**src/rtl/ni_flit_transmitter.sv**
```systemverilog
// ni_flit_transmitter: packet-injection side of a router input port.
// Accepts one packet descriptor, then emits HEADER/BODY/TAIL flits, one per
// granted cycle, holding req to the arbiter for the whole packet.
// Optional feature macro: CREDIT_FLOW_EN (credit-based flow control with the
// credit_in port); the default build has no credit counter.
module ni_flit_transmitter #(
    parameter int unsigned DATA_W  = 32,
    parameter int unsigned DEST_W  = 4,
    parameter int unsigned CREDITS = 4
) (
    input  logic              clk,
    input  logic              rst,
    input  logic              pkt_valid,
    output logic              pkt_ready,
    input  logic [DEST_W-1:0] pkt_dest,
    input  logic [11:0]       pkt_len,
    input  logic              pld_valid,
    output logic              pld_ready,
    input  logic [DATA_W-1:0] pld_data,
    output logic              req,
    input  logic              grant,
    output logic              flit_valid,
    output logic [2:0]        flit_type,
    output logic [11:0]       length,
    output logic [DATA_W-1:0] flit_data
`ifdef CREDIT_FLOW_EN
    ,
    input  logic              credit_in
`endif
);

    typedef enum logic [1:0] {IDLE, HEAD, BODY} state_t;

    localparam logic [2:0] T_HEADER = 3'b001;
    localparam logic [2:0] T_BODY   = 3'b010;
    localparam logic [2:0] T_TAIL   = 3'b100;

    state_t            state, state_nxt;
    logic [DEST_W-1:0] dest;
    logic [11:0]       remaining;
    logic [11:0]       len_c;
    logic [DATA_W-1:0] head_word;
    logic              credit_ok, ok, accept, send_head, send_body, sent, last;

`ifdef CREDIT_FLOW_EN
    localparam int unsigned    CW       = ($clog2(CREDITS + 1) > 4) ? $clog2(CREDITS + 1) : 4;
    localparam logic [CW-1:0]  CRED_MAX = CW'(CREDITS);

    logic [CW-1:0] credits;

    assign credit_ok = (credits != '0);

    // downstream credit counter: a send and a returned credit on the same edge cancel
    always_ff @(posedge clk or negedge rst) begin
        if (!rst) begin
            credits <= CRED_MAX;
        end else if (sent && !credit_in) begin
            credits <= credits - 1'b1;
        end else if (!sent && credit_in && (credits != CRED_MAX)) begin
            credits <= credits + 1'b1;
        end
    end
`else
    assign credit_ok = 1'b1;
`endif

    assign ok     = grant & credit_ok;
    assign len_c  = (pkt_len < 12'd2) ? 12'd2 : pkt_len;
    assign accept = pkt_ready & pkt_valid;
    assign sent   = send_head | send_body;
    assign last   = (remaining == 12'd1);

    // header word: destination in the top bits, packet length in the low 12 bits
    always_comb begin
        head_word                      = '0;
        head_word[DATA_W-1 -: DEST_W]  = dest;
        head_word[11:0]                = length;
    end

    // next state and combinational handshakes
    always_comb begin
        state_nxt = state;
        pkt_ready = 1'b0;
        pld_ready = 1'b0;
        send_head = 1'b0;
        send_body = 1'b0;
        unique case (state)
            IDLE: begin
                pkt_ready = 1'b1;
                if (pkt_valid) state_nxt = HEAD;
            end
            HEAD: begin
                send_head = ok;
                if (ok) state_nxt = BODY;
            end
            BODY: begin
                pld_ready = ok;
                send_body = ok & pld_valid;
                if (send_body && last) state_nxt = IDLE;
            end
            default: state_nxt = IDLE;
        endcase
    end

    // state register
    always_ff @(posedge clk or negedge rst) begin
        if (!rst) state <= IDLE;
        else      state <= state_nxt;
    end

    // packet context: latched descriptor, flits left after the header, request
    always_ff @(posedge clk or negedge rst) begin
        if (!rst) begin
            dest      <= '0;
            remaining <= '0;
            length    <= '0;
            req       <= 1'b0;
        end else if (accept) begin
            dest      <= pkt_dest;
            remaining <= len_c - 12'd1;
            length    <= len_c;
            req       <= 1'b1;
        end else if (send_body) begin
            remaining <= remaining - 12'd1;
            if (last) req <= 1'b0;
        end
    end

    // registered flit output, one-cycle pulse per flit sent
    always_ff @(posedge clk or negedge rst) begin
        if (!rst) begin
            flit_valid <= 1'b0;
            flit_type  <= 3'b000;
            flit_data  <= '0;
        end else begin
            flit_valid <= sent;
            flit_type  <= send_head ? T_HEADER :
                          send_body ? (last ? T_TAIL : T_BODY) : 3'b000;
            flit_data  <= send_head ? head_word :
                          send_body ? pld_data : '0;
        end
    end

endmodule

```
**config.mk**
```make
export PLATFORM = sky130hd
export DESIGN_NAME = ni_flit_transmitter
export DESIGN_NICKNAME = d
export VERILOG_FILES = /design/src/rtl/ni_flit_transmitter.sv
export SDC_FILE = /design/constraint.sdc
export NUM_CORES = 1
export LEC_CHECK = 0
export BUFFER_PORTS_ARGS = -buffer_cell sky130_fd_sc_hd__buf_4
export CAP_MARGIN = 20
export CORE_MARGIN = 4
export CORE_UTILIZATION = 30
export CTS_CLUSTER_SIZE = 10
export DETAILED_ROUTE_END_ITERATION = 10
export PLACE_DENSITY = 0.64
export SETUP_SLACK_MARGIN = 0.2
export SYNTH_ARGS = -nofsm -noshare
export SYNTH_HDL_FRONTEND = slang
export SYNTH_SLANG_ARGS = --single-unit
```
**constraint.sdc**
```tcl
create_clock -name clk -period 2.61 [get_ports clk]
set_input_delay 0.783 -clock clk [delete_from_list [all_inputs] [get_ports clk]]
set_output_delay 0.783 -clock clk [all_outputs]
set_load 0.01 [all_outputs]
```
== Word-level counts from Yosys, hierarchy flattened ==
Cells that the tools add are included.

* Register bits after elaboration: 67
* Bits in latches: 0
* Bits in writable memories: 0
* Memory bits (read-only): 0
* Bits of input ports: 53
* Output and inout port bits: 51
* Word-level logic and storage cells: 45
* Memories kept: 0

* Add/sub/neg operators: 2
* Multiply operators: 0
* Divide/modulo/power cells: 0
* $lt $le $gt $ge: 1
* Equal/unequal tests: 6
* Shift operators: 0
* Muxes and demuxes: 19
* Bitwise operators: 3
* Reduce and logical (&&, ||, !) cells: 6

{| class="wikitable"
|+ Operator list
! operator !! count
|-
| 2-to-1 mux 32 bit || 2
|-
| 2-to-1 mux 12 bit || 3
|-
| subtractor 12 x 1 -> 12 bit, second input constant || 2
|-
| == test 12 x 1 -> 1 bit, second input constant || 1
|-
| < comparator 12 x 2 -> 1 bit, second input constant || 1
|-
| 2-to-1 mux 3 bit || 3
|-
| 2-to-1 mux 1 bit || 7
|-
| 2-to-1 mux 2 bit || 3
|-
| inequality test 2 bit, second input constant || 3
|-
| one-hot mux 2 bit (3 select lines) || 1
|-
| nonzero test 2 bit || 2
|-
| AND reduction 3 bit || 1
|-
| bitwise AND 1 bit || 2
|-
| == test 2 x 1 -> 1 bit, second input constant || 1
|-
| == test 2 bit, second input constant || 1
|-
| logical NOT 2 bit || 1
|-
| AND reduction 2 bit || 1
|-
| logical AND 1 bit || 1
|-
| bitwise OR 1 bit || 1
|}

== Longest topological paths before layout ==
* Depth in word-level cells: 5
* Gate-level depth with buffers: 8
* Depth with buffers taken out: 8

== Worst setup path after synthesis ==
No wires, ideal clock.

* Path type: input port to flip-flop
* Start point: input pkt_len[8]
* End point: register remaining[10]
* Setup time: 133 ps
* Arrival time: 2462 ps
* Required time: 2477 ps
* Setup slack: 15 ps
* Stages on the path: 8
* Buffers on the path: 0
* Cells stage by stage: or4_4 > nor4b_4 > a21bo_1 > ha_1 > nand3_1 > nor3_1 > xnor2_1 > mux2i_1

* Cells in the longest elaborated chain, start to end: 4

{| class="wikitable"
|+ RTL lines
! what !! RTL line !! text
|-
| from (decl) || 16 || <nowiki>input logic [11:0] pkt_len,</nowiki>
|-
| < comparator 12 x 2 -> 1 bit || 68 || <nowiki>assign len_c = (pkt_len < 12'd2) ? 12'd2 : pkt_len;</nowiki>
|-
| 2-to-1 mux 12 bit (*) || 68 ||
|-
| subtractor 12 x 1 -> 12 bit (*) || 120 || <nowiki>remaining <= len_c - 12'd1;</nowiki>
|-
| 2-to-1 mux 12 bit (*) || 118 || <nowiki>end else if (accept) begin</nowiki>
|-
| to (signal assigned) || 120 ||
|-
| to (signal assigned) || 124 || <nowiki>remaining <= remaining - 12'd1;</nowiki>
|-
| to (decl) || 40 || <nowiki>logic [11:0] remaining;</nowiki>
|}

Mark *: on every way between the ends. The rest lies on a longest branch, timed or not.
A chain may end at the register's enable or synchronous reset.

== Worst setup path in the final report ==
Same ends and word-level chain as after synthesis.

==> reports/metrics.cfg <==
[outcome]
status = complete, no violations

[placement]
placed_cells = 480
dp_hpwl_um = 5442
port-buffer-count = 103
placed_area_um2 = 3834
place.gp.congestion = 0.8420

[synth]
synth-edff-count = 0
ys_seq_area_share_pct = 59.40
yosysTopAreaCellShare_pct = 59.40
ys_types = 41
synth_area_leaders = dfrtp_1, nand2_1, a22o_1
yosys.area.top_type = dfrtp_1
avgSynthCellArea_um2 = 10.81
synth_ff_type = dfrtp_1
synth-seq-cells = 67
synthArstFlopShare_pct = 100.0
syn_area_um2 = 2823
yosys_warnings = 0
synthCells = 261
synth.net_count = 317

[routing]
drc = 0
ant_nets = 0
via_per_inst = 4.636
wl_per_cell_um = 14.58
drtIter0Drc = 122
dr.pass1.iters = 4
top_layer_used = met4
routed_wl_um = 7248
num_vias = 2304
wl_met3_um = 533
met2WireLength_um = 3350
drt-met1-wl_um = 3304

[die]
initial_utilization_pct = 30.69
die_h_um = 105
core_um2 = 9196
rows = 35
die_x_um = 105
num_io_pins = 104
die_area_um2 = 11030

[power]
p_comb_share_pct = 28.5
p_sw_mw = 1.161
pwr_density_cell_nw_per_um2 = 915.1
p_int_mw = 2.605
pwr-share-clk_pct = 30.3
netSwitchingFraction_pct = 30.83
vdd_ir_drop_max_mv = 0.4466
seq_power_share_pct = 41.2
leakagePower_nw = 2.058

[layout]
mostFrequentLayoutCell = buf_4
insertedDiodeCount = 0
regArea_um2 = 1677
final_cells = 497
drive_gt1_share_pct = 37.31
fin_area_um2 = 4115
syn2layout_area_growth_pct = 45.79
nFillCells = 898
final_nets = 437
multi_input_area_um2 = 1115
layout_common_cells = buf_4, dfrtp_1, nand2_1

[critical_path]
r2r_slack_ns = 0.67
endpoint_kind = flop
worstPathArrival_ns = 2.50
cp_slowest_cell = or4_4
path_max_fanout = 4
rr_worst_depth = 5
cp.depth = 9
path_cells = buf_4 -> or4_4 -> nor4b_4 -> a21bo_1 -> ha_4 -> nand3_2 -> nor3_2 -> xnor2_1 -> mux2i_1
cpLargestDelayFamily = simple AND/OR/NAND/NOR gates
cp.buffers_inverters = 1
r2r_start = remaining[6]
worst_ep_required_time_ns = 2.81
reg2reg_to = req
startpoint_type = input port
path_class = input port to flop
cp_slowest_stage_delay_ns = 0.55

[clock_network]
cts.path.max_buffers = 2
cts_buffers = 9
tritoncts = yes
clk_pin_slew_worst_paths_ns = 0.07
cts-root-buf = clkbuf_8
cts_max_level = 3
clock_latency_ns = 0.34
cts.sinks = 67

[hold_path]
hold_path.class = input port to async pin

[global_routing]
grt_pass1_vias = 2427
antenna_found_initial = 0
grt.total_usage_pct = 13.49
grt_max_degree = 39
overflow = 0
grt_pass1_wl_um = 12000

[sta]
fin_crit_ns = 2.298
worstMarginPinSlew_ns = 0.4902
rsz0062_at_grt = false
finalSetupViolCount = 0
max_slew_margin_pct = 67.32
slew_viol_final = 0
hold_viol = 0
clock-skew-final_ns = 0.007300
fin_crit_sh_pct = 88.04
clock.fmax_ghz = 0.4352

[run]
max_cap_violations = 0

## synthesized netlist by cell type (2+ instances only)
cell and n:
nor3_1 5, buf_1 2, a31oi_1 2, nand3_1 3, nand3b_1 2, xnor2_1 11, ha_1 3, o211ai_1 2
nand2b_1 2, nor4_1 2, o31ai_1 2, o21ai_0 9, nor4_2 2, clkbuf_1 7, inv_1 4, mux2i_1 2
a22o_1 16, a21oi_1 3, and2_1 18, xor2_1 3, dfrtp_1 67, nor2_1 19, nand2_1 57
## worst register-to-register path: stages (launching register included)
cell and delay, ns:
dfrtp_1 0.41, nor4_2 0.36, nand2b_1 0.18, or4_1 0.59
o21ai_0 0.19, nand2_1 0.07
## power by group through the flow
stage	clock, mW	combinational, mW	sequential [mW]
2_1_floorplan	0	0.495	1.60
3_3_place_gp	0	1.07	1.56
3_5_place_dp	0	1.09	1.56
4_1_cts	1.17	1.09	1.55
5_1_grt	1.21	1.20	1.59
6_report	1.14	1.07	1.55
## worst max-delay path by stage
stage               start            end  slack, ns
2_1_floorplan  pkt_len[8]  remaining[10]       0.09
3_3_place_gp   pkt_len[8]  remaining[10]      -0.01
3_5_place_dp   pkt_len[8]  remaining[10]      -0.08
4_1_cts        pkt_len[8]  remaining[10]       0.28
5_1_grt        pkt_len[8]  remaining[10]       0.23
6_report       pkt_len[8]  remaining[10]       0.31
## kinds of logic after synthesis
logic type      Yosys count  synth area share [%]
simple gates            120                 21.41
flops                    67                 59.40
compound gates           40                 10.50
xor+xnor                 14                 4.344
buf+inv                  14                 1.906
mux                       3                 1.108
fa+ha+maj                 3                 1.330
## per-layer routing
layer / vias to the layer above / global-route usage [%]
met1: 1076 / 17.42
met2: 87 / 21.26
met5: - / 0
li1: 1131 / -
met4: 0 / 4.780
met3: 10 / 4.324
## state kept, by name, summed over array words and instances, names as in the netlist
signal      cells
flit_data      32
length         12
remaining      12
dest            4
flit_type       3
state           2
flit_valid      1
req             1
## stage by stage
stage | power, mW | TNS, ns | util [%] | setup slack (ns) | hold slack (ns)
final | 3.766 | 0 | 44.75 | 0.3120 | 0.4072
after global routing | 4.002 | 0 | 44.75 | 0.2284 | 0.4343
after CTS | 3.812 | 0 | 44.56 | 0.2847 | 0.4059
after detailed placement | 2.654 | -0.07649 | 41.69 | -0.07649 | 0.4674
after global placement | 2.633 | -0.01442 | 41.69 | -0.01442 | 0.4585
after floorplan | 2.094 | 0 | - | 0.09460 | 0.4461
## final cells by class
class / instances / area share [%]
well taps: 111 / 3.375
clock inverters: 6 / 3.314
flip-flops and latches: 67 / 40.74
repair buffers: 119 / 22.01
clock buffers: 10 / 3.101
multi-input cells: 180 / 27.09
inverters: 4 / 0.3649
## timing repair
action | CTS | global route
hold buffers | 0 | 0
setup buffers | 0 | 1
resized for setup | 0 | 1
setup endpoints to repair | 0 | 1
Power figures use the tool's default switching activity.
